<file path="config.mk">
export PLATFORM = sky130hd
export DESIGN_NAME = lcd_bus_responder
export DESIGN_NICKNAME = d
export VERILOG_FILES = /design/src/rtl/lcd_bus_responder.sv
export SDC_FILE = /design/constraint.sdc
export NUM_CORES = 1
export LEC_CHECK = 0
export ABC_AREA = 1
export CORE_MARGIN = 3
export CORE_UTILIZATION = 30
export CTS_CLUSTER_SIZE = 30
export DETAILED_ROUTE_END_ITERATION = 12
export SETUP_SLACK_MARGIN = 0.05
export SLEW_MARGIN = 20
export SYNTH_ARGS = -nofsm -noshare
export SYNTH_HDL_FRONTEND = slang
export SYNTH_SLANG_ARGS = --single-unit
</file>
<file path="constraint.sdc">
create_clock -name clk -period 14.2 [get_ports clk]
set_clock_uncertainty 0.2 [all_clocks]
set_input_delay 2.84 -clock clk [delete_from_list [all_inputs] [get_ports clk]]
set_output_delay 2.84 -clock clk [all_outputs]
set_load 0.01 [all_outputs]
</file>
<file path="src/rtl/lcd_bus_responder.sv">
// HD44780-style LCD bus slave: DDRAM, address counter, busy timing and a checker port.
// Define LCD_RESP_4BIT_EN to add 4-bit (nibble) bus mode selected by the function-set DL bit.
module lcd_bus_responder #(
  parameter int BUSY_CYCLES  = 40,
  parameter int CLEAR_CYCLES = 1600
) (
  input  logic       clk,
  input  logic       rst,
  input  logic       lcd_e,
  input  logic       lcd_rs,
  input  logic       lcd_rw,
  input  logic [7:0] lcd_db_in,
  output logic [7:0] lcd_db_out,
  output logic       lcd_db_oe,
  output logic       busy,
  output logic       cmd_valid,
  output logic       cmd_rs,
  output logic [7:0] cmd_byte,
  output logic       err_busy_wr,
  input  logic [4:0] mon_addr,
  output logic [7:0] mon_char
);

  localparam int MAX_CYCLES = (CLEAR_CYCLES > BUSY_CYCLES) ? CLEAR_CYCLES : BUSY_CYCLES;
  localparam int CW         = $clog2(MAX_CYCLES + 1);

  // Stage 1/2 synchronize E; stage 3 holds the last value seen with E high,
  // so a detected fall uses bus values captured while E was still asserted.
  logic [2:0]      e_sync;
  logic [2:0]      rs_pipe;
  logic [2:0]      rw_pipe;
  logic [2:0][7:0] db_pipe;

  logic       fall;
  logic       rd_en;
  logic       s_rs;
  logic       s_rw;
  logic [7:0] s_db;

  logic [6:0]    ac, ac_n;
  logic          id, id_n;
  logic [2:0]    disp_ctrl, disp_n;
  logic [1:0]    func_nf, nf_n;
  logic [CW-1:0] busy_cnt, cnt_n;
  logic [7:0]    ddram [32];
  logic [4:0]    ac_idx;

  logic       go;
  logic       x_rs;
  logic       x_rw;
  logic [7:0] x_byte;
  logic       wr_en;
  logic       clr_all;
  logic       valid_n;
  logic       err_n;
  logic       crs_n;
  logic [7:0] cbyte_n;
  logic [7:0] rd_val;
  logic [7:0] rd_drive;

`ifdef LCD_RESP_4BIT_EN
  logic       mode_4bit, mode_n;
  logic       nib_hi, nib_hi_n;
  logic       nib_rs, nib_rs_n;
  logic       nib_rw, nib_rw_n;
  logic [3:0] nib_data, nib_data_n;
`endif

  // Row/column stepping: the 16-column rows are chained into one 32-cell ring.
  function automatic logic [6:0] ac_step(input logic [6:0] a, input logic up);
    logic [6:0] r;
    if (up) r = (a[3:0] == 4'hF) ? {~a[6], a[5:4], 4'h0} : {a[6:4], a[3:0] + 4'h1};
    else    r = (a[3:0] == 4'h0) ? {~a[6], a[5:4], 4'hF} : {a[6:4], a[3:0] - 4'h1};
    return r;
  endfunction

  assign fall   = e_sync[2] & ~e_sync[1];
  assign rd_en  = e_sync[1] & rw_pipe[1];
  assign s_rs   = rs_pipe[2];
  assign s_rw   = rw_pipe[2];
  assign s_db   = db_pipe[2];
  assign busy   = (busy_cnt != '0);
  assign ac_idx = {ac[6], ac[3:0]};
  assign rd_val = rs_pipe[1] ? ddram[ac_idx] : {busy, ac};

`ifdef LCD_RESP_4BIT_EN
  assign rd_drive = !mode_4bit ? rd_val :
                    nib_hi     ? {rd_val[7:4], 4'h0} : {rd_val[3:0], 4'h0};
`else
  assign rd_drive = rd_val;
`endif

  always_comb begin
    ac_n    = ac;
    id_n    = id;
    disp_n  = disp_ctrl;
    nf_n    = func_nf;
    cnt_n   = busy ? busy_cnt - CW'(1) : '0;
    wr_en   = 1'b0;
    clr_all = 1'b0;
    valid_n = 1'b0;
    err_n   = 1'b0;
    crs_n   = cmd_rs;
    cbyte_n = cmd_byte;
    go      = 1'b0;
    x_rs    = s_rs;
    x_rw    = s_rw;
    x_byte  = s_db;
`ifdef LCD_RESP_4BIT_EN
    mode_n     = mode_4bit;
    nib_hi_n   = nib_hi;
    nib_rs_n   = nib_rs;
    nib_rw_n   = nib_rw;
    nib_data_n = nib_data;
`endif

    if (fall) begin
`ifdef LCD_RESP_4BIT_EN
      if (mode_4bit && nib_hi) begin
        if (!s_rw && busy) begin
          err_n = 1'b1;
        end else begin
          nib_hi_n   = 1'b0;
          nib_rs_n   = s_rs;
          nib_rw_n   = s_rw;
          nib_data_n = s_db[7:4];
        end
      end else if (mode_4bit) begin
        go       = 1'b1;
        nib_hi_n = 1'b1;
        x_rs     = nib_rs;
        x_rw     = nib_rw;
        x_byte   = {nib_data, s_db[7:4]};
      end else
`endif
      if (!s_rw && busy) err_n = 1'b1;
      else               go    = 1'b1;
    end

    if (go) begin
      if (x_rw) begin
        if (x_rs) ac_n = ac_step(ac, id);
      end else begin
        valid_n = 1'b1;
        crs_n   = x_rs;
        cbyte_n = x_byte;
        cnt_n   = CW'(BUSY_CYCLES);
        if (x_rs) begin
          wr_en = 1'b1;
          ac_n  = ac_step(ac, id);
        end else begin
          casez (x_byte)
            8'b1???????: ac_n = x_byte[6:0];
            8'b01??????: ;
            8'b001?????: begin
              nf_n = x_byte[3:2];
`ifdef LCD_RESP_4BIT_EN
              mode_n = ~x_byte[4];
`endif
            end
            8'b0001????: if (!x_byte[3]) ac_n = ac_step(ac, x_byte[2]);
            8'b00001???: disp_n = x_byte[2:0];
            8'b000001??: id_n = x_byte[1];
            8'b0000001?: begin
              ac_n  = '0;
              cnt_n = CW'(CLEAR_CYCLES);
            end
            8'b00000001: begin
              ac_n    = '0;
              id_n    = 1'b1;
              clr_all = 1'b1;
              cnt_n   = CW'(CLEAR_CYCLES);
            end
            default: ;
          endcase
        end
      end
    end
  end

  always_ff @(posedge clk or posedge rst) begin
    if (rst) begin
      e_sync      <= '0;
      rs_pipe     <= '0;
      rw_pipe     <= '0;
      db_pipe     <= '0;
      ac          <= '0;
      id          <= 1'b1;
      disp_ctrl   <= '0;
      func_nf     <= '0;
      busy_cnt    <= '0;
      cmd_valid   <= 1'b0;
      cmd_rs      <= 1'b0;
      cmd_byte    <= '0;
      err_busy_wr <= 1'b0;
      lcd_db_oe   <= 1'b0;
      lcd_db_out  <= '0;
    end else begin
      e_sync      <= {e_sync[1:0], lcd_e};
      rs_pipe     <= {rs_pipe[1:0], lcd_rs};
      rw_pipe     <= {rw_pipe[1:0], lcd_rw};
      db_pipe     <= {db_pipe[1:0], lcd_db_in};
      ac          <= ac_n;
      id          <= id_n;
      disp_ctrl   <= disp_n;
      func_nf     <= nf_n;
      busy_cnt    <= cnt_n;
      cmd_valid   <= valid_n;
      cmd_rs      <= crs_n;
      cmd_byte    <= cbyte_n;
      err_busy_wr <= err_n;
      lcd_db_oe   <= rd_en;
      lcd_db_out  <= rd_en ? rd_drive : 8'h00;
    end
  end

`ifdef LCD_RESP_4BIT_EN
  always_ff @(posedge clk or posedge rst) begin
    if (rst) begin
      mode_4bit <= 1'b0;
      nib_hi    <= 1'b1;
      nib_rs    <= 1'b0;
      nib_rw    <= 1'b0;
      nib_data  <= '0;
    end else begin
      mode_4bit <= mode_n;
      nib_hi    <= nib_hi_n;
      nib_rs    <= nib_rs_n;
      nib_rw    <= nib_rw_n;
      nib_data  <= nib_data_n;
    end
  end
`endif

  // The monitor read samples the array before this cycle's write lands.
  always_ff @(posedge clk or posedge rst) begin
    if (rst) begin
      for (int i = 0; i < 32; i++) ddram[i] <= 8'h20;
      mon_char <= '0;
    end else begin
      if (clr_all) begin
        for (int i = 0; i < 32; i++) ddram[i] <= 8'h20;
      end else if (wr_en) begin
        ddram[ac_idx] <= x_byte;
      end
      mon_char <= ddram[mon_addr];
    end
  end

endmodule
</file>
After elaboration in Yosys (flattened, before gate mapping) --
Cells that the tools add are included.
Word-level totals: register bits 336, bits of input ports 18, word-level logic and storage cells 122
Cells by class: $add $sub $neg 3, magnitude comparators 3, equality and inequality tests 7, multiplexer cells 41, bitwise gates (word level) 8, reduce and logical (&&, ||, !) cells 12
Operators by type and width (count):
- two-way mux 256 bit | 2
- bitwise mux 256 bit | 1
- binary-select mux 8 bit (select 5 bit) | 2
- two-way mux 7 bit | 8
- two-way mux 8 bit | 7
- two-way mux 11 bit | 5
- demux 8 bit (select 5 bit) | 1
- one-hot mux 7 bit (3 select lines) | 1
- two-way mux 1 bit | 13
- greater-or-equal comparator 6 bit, second input constant | 2
- inverter 5 -> 6 bit | 2
- nonzero test 11 bit | 1
- subtractor 11 x 1 -> 11 bit, second input constant | 1
- equality test 8 x 1 -> 1 bit, second input constant | 1
- AND reduction 4 bit | 2
- equality test 7 x 1 -> 1 bit, second input constant | 1
- equality test 6 x 1 -> 1 bit, second input constant | 1
- < comparator 6 x 1 -> 1 bit, second input constant | 1
- adder 4 x 1 -> 4 bit, second input constant | 1
- equality test 4 x 1 -> 1 bit, second input constant | 1
- equality test 4 bit, second input constant | 1
- zero test 4 bit | 1
- inverter 1 bit | 4
- nonzero test 2 bit | 2
- 10 further kinds | 12

Depth between registers and ports, before layout --
word-level depth 8, depth in mapped cells 14

Worst setup path before layout --
OpenSTA, ideal clock, no wires.
kind input port to flip-flop, from input port mon_addr[0], to register mon_char[4], setup time 0.117 ns, data arrival time 4.004 ns, required time 13.883 ns, setup slack 9.879 ns, stages on the path 11, cells stage by stage buf_2 -> inv_1 -> clkbuf_1 -> clkbuf_1 -> o211ai_1 -> nand3_1 -> nand2_1 -> nand2_1 -> nand2_1 -> nand2_1 -> nand2_1
On the way: word-level cells in the longest chain between the ends 4
Ends and longest elaborated chain:
- start, declared | RTL line 20 | input logic [4:0] mon_addr,
- inverter 5 -> 6 bit (not written as such) | RTL line 246 | mon_char <= ddram[mon_addr];
- binary-select mux 8 bit (select 5 bit) | RTL line 246
- two-way mux 8 bit (not written as such) (2 in a row) | RTL line 246
- end signal, assigned | RTL line 246
- end, declared | RTL line 21 | output logic [7:0] mon_char
No other way between the ends. The select of a mux whose other input is x is not followed. A chain may end at the register's enable or synchronous reset.

Final worst setup path --
from register busy_cnt[0], to output port busy
On the way: word-level cells in the longest chain between the ends 1
Ends and longest elaborated chain:
- start, declared | RTL line 44 | logic [CW-1:0] busy_cnt, cnt_n;
- start signal, assigned | RTL line 207 | busy_cnt <= cnt_n;
- nonzero test 11 bit | RTL line 82 | assign busy = (busy_cnt != '0);
- end, declared | RTL line 15 | output logic busy,
No other way between the ends.

==> results.ini <==
[worst_hold_path]
hp-start = db_pipe[15]
hold_depth = 0
hold_path.class = flop to flop
hold_end = s_db[7]

[sta]
hold_ws_ns = 0.145
drv_slew = 0
worst_slew_pin_slew_ns = 1.14
period_minus_slack_ns = 5.48
finalHoldViolCount = 0
relSlewSlack_pct = 23.0
period_share_pct = 38.6
tns_ns = 0
report.final.setup_viol = 0
fmax_mhz = 182
rsz0062_at_grt = false

[synth]
synth_top_family_by_area = simple AND/OR/NAND/NOR gates
yosys.area_share.simple_pct = 26.0
synth_compound_area_share_pct = 19.2
synth-xor-area-share_pct = 0.412
yosysTopAreaCellShare_pct = 39.6
ys_types = 40
syn_nets = 2691
yosysWarnings = 0
syn-instance-count = 2666
synthTopCellsByArea = dfrtp_1, nand2_1, o21ai_0
yosys.area.top_type = dfrtp_1
syn_area_per_cell_um2 = 7.18
netlist_area_mm2 = 0.0191
ys_seq_area_share_pct = 44.1
synth.area.mux_share_pct = 0
synthAdderAreaFrac_pct = 0.457
ys_ff_latch = 336

[critical_path]
worstPathArrival_ns = 2.44
r2r_start = ac[0]
path_cells = inv_1, ha_1, inv_1, nor2_1, nand3_2, nor2_8, inv_1, clkdlybuf4s50_1
critPathMaxStageDelay_ns = 0.51
rr_worst_depth = 8
endpoint_kind = output pin
crit_path_frequent_cell = inv_1
path_max_fanout = 9
crit_path_top_delay_cell = clkdlybuf4s50_1
ff2ff_setup_slack_ns = 9.88
crit_type = flop to output pin
rr_endpoint = ddram[68]
cp.required_ns = 11.16
start_kind = flop

[die]
core_area_mm2 = 0.0624
dieArea_mm2 = 0.0669
start_util_pct = 30.7
ioPinCount = 47
die_h_um = 259
rows = 91
die-width_um = 259

[final_layout]
final_util_pct = 34.6
final_cells = 3486
fin_nets = 2642
area_growth_pct = 12.8
layout_common_cells = nand2_1, o21ai_0, dfrtp_1
n_fill_cell = 6700
final_common_cell = nand2_1
register_area_mm2 = 0.00845
drive_gt1_share_pct = 7.32
multi_input_area_mm2 = 0.00883
antenna_cells = 0

[grt]
grt_pass1_vias = 17351
overflow = 0
grt_usage_pct = 21.3
antenna_found_initial = 2
grt_max_degree = 154
grt_pass1_wl_mm = 110

[pwr]
power.density_mw_per_mm2 = 136
finalPower_uw = 2930
power_leakage_uw = 0.00987
ir_drop_v = 0.0000863

[clocking]
cts_buffers = 40
holdBufCountCts = 0
cts_tree = yes
htreeDepth = 2
post_cts_buffers = 0
cts.clk_slew.worst_paths_ns = 0.06
cts.path.max_buffers = 3
cts-root-buf = clkbuf_16
ctsResizeCount = 0
clkSinkCount = 336
clk_latency_ns = 0.59

[run_status]
status = finished, final reports clean

[job]
cap_violations = 0

[drt]
via_count = 18433
first_pass_iters = 8
wl_per_cell_um = 20.6
via_per_inst = 5.29
detail_route.wirelength_mm = 71.8
drt_iter0_markers = 2236
drcViolationCount = 0
antenna_left = 0

[place]
dp_hpwl_mm = 45.5
numPortBuffers = 46
post-place-cells = 3412
gp_congestion = 0.936

-- through the flow --
stage               setup slack (ns)  area [µm²]
floorplan                       1.90       19100
global placement                8.58       20200
detailed placement              8.56       20200
CTS                             8.66       21600
global route                    8.54       21600
finish                          8.72       21600
-- logic make-up (layout without fill, tap and decap cells) --
kind of cell / Yosys count / after routing
AND/OR/NAND/NOR: 1181 / 1181
XOR/XNOR: 9 / 9
buffers and inverters: 479 / 462
AO/OA/AOI/OAI: 654 / 654
adder cells (fa/ha/maj): 7 / 7
flip-flops: 336 / 336
-- worst max-delay path, delay by kind of cell (launching register included) --
kind          cells  cell delay (ns)
buf+inv           4             0.82
simple gates      3             0.48
flops             1             0.39
fa+ha+maj         1             0.18
-- area by class of cell --
type	count	share of cell area [%]
multi-input cells	1851	40.9
repair buffers	77	3.24
inverters	311	5.44
clock inverters	16	1.01
flip-flops and latches	336	39.2
well taps	837	4.85
clock buffers	58	5.42
-- how the worst max path moves through the flow --
stage | start | endpoint | slack (ns)
5_1_grt | busy_cnt[0] | busy | 8.54
2_1_floorplan | rst | ac[0] | 1.90
4_1_cts | busy_cnt[0] | busy | 8.66
6_report | busy_cnt[0] | busy | 8.72
3_5_place_dp | mon_addr[0] | mon_char[6] | 8.56
3_3_place_gp | mon_addr[0] | mon_char[5] | 8.58
-- cells in the mapped netlist --
master	instances
nand3b_1	8
nand3_4	1
o31ai_1	1
or2_2	1
dfstp_2	33
nor2_8	1
buf_1	14
xor2_1	2
clkbuf_1	108
nand2_2	6
nor2_2	14
xnor2_1	7
buf_2	39
a21boi_0	5
nand4_1	11
nand3_2	1
inv_2	5
buf_6	1
o21bai_1	1
a21oi_1	135
nor3_1	6
buf_4	6
a21boi_1	5
o21ai_2	17
nor2_4	4
nand2_1	676
o211ai_1	113
dfrtp_1	303
nand3_1	239
o21ai_4	3
inv_1	300
o21ai_1	43
and2_1	3
ha_1	7
clkinv_1	6
nor2_1	205
nand4_4	2
nand4_2	1
o21ai_0	331
nor4_1	2
-- per-layer routing --
| metal | share of wire, % | vias up | global-route usage [%] | wire length (µm) |
|---|---|---|---|---|
| met5 | 0.018 | - | 0 | 13 |
| met4 | 3.5 | 2 | 7.19 | 2540 |
| met3 | 11 | 161 | 4.43 | 7550 |
| met2 | 43 | 935 | 31.6 | 30800 |
| met1 | 43 | 8726 | 30.7 | 30900 |
| li1 | - | 8609 | - | - |
-- registers in the layout, summed over array words and instances (netlist names) --
| signal | count |
|---|---|
| ddram | 256 |
| s_db | 8 |
| id | 1 |
| cmd_rs | 1 |
| mon_char | 8 |
| ac | 7 |
| cmd_byte | 8 |
| rs_pipe | 3 |
| lcd_db_oe | 1 |
| cmd_valid | 1 |
| busy_cnt | 11 |
| rw_pipe | 3 |
| lcd_db_out | 8 |
| db_pipe | 16 |
| e_sync | 3 |
| err_busy_wr | 1 |
-- power breakdown --
group	switching (µW)	leakage, µW	internal [µW]
clock network	440	0.000685	666
registers	70.1	0.00445	998
logic	547	0.00474	206
total	1060	0.00987	1870
Power figures use the tool's default switching activity.
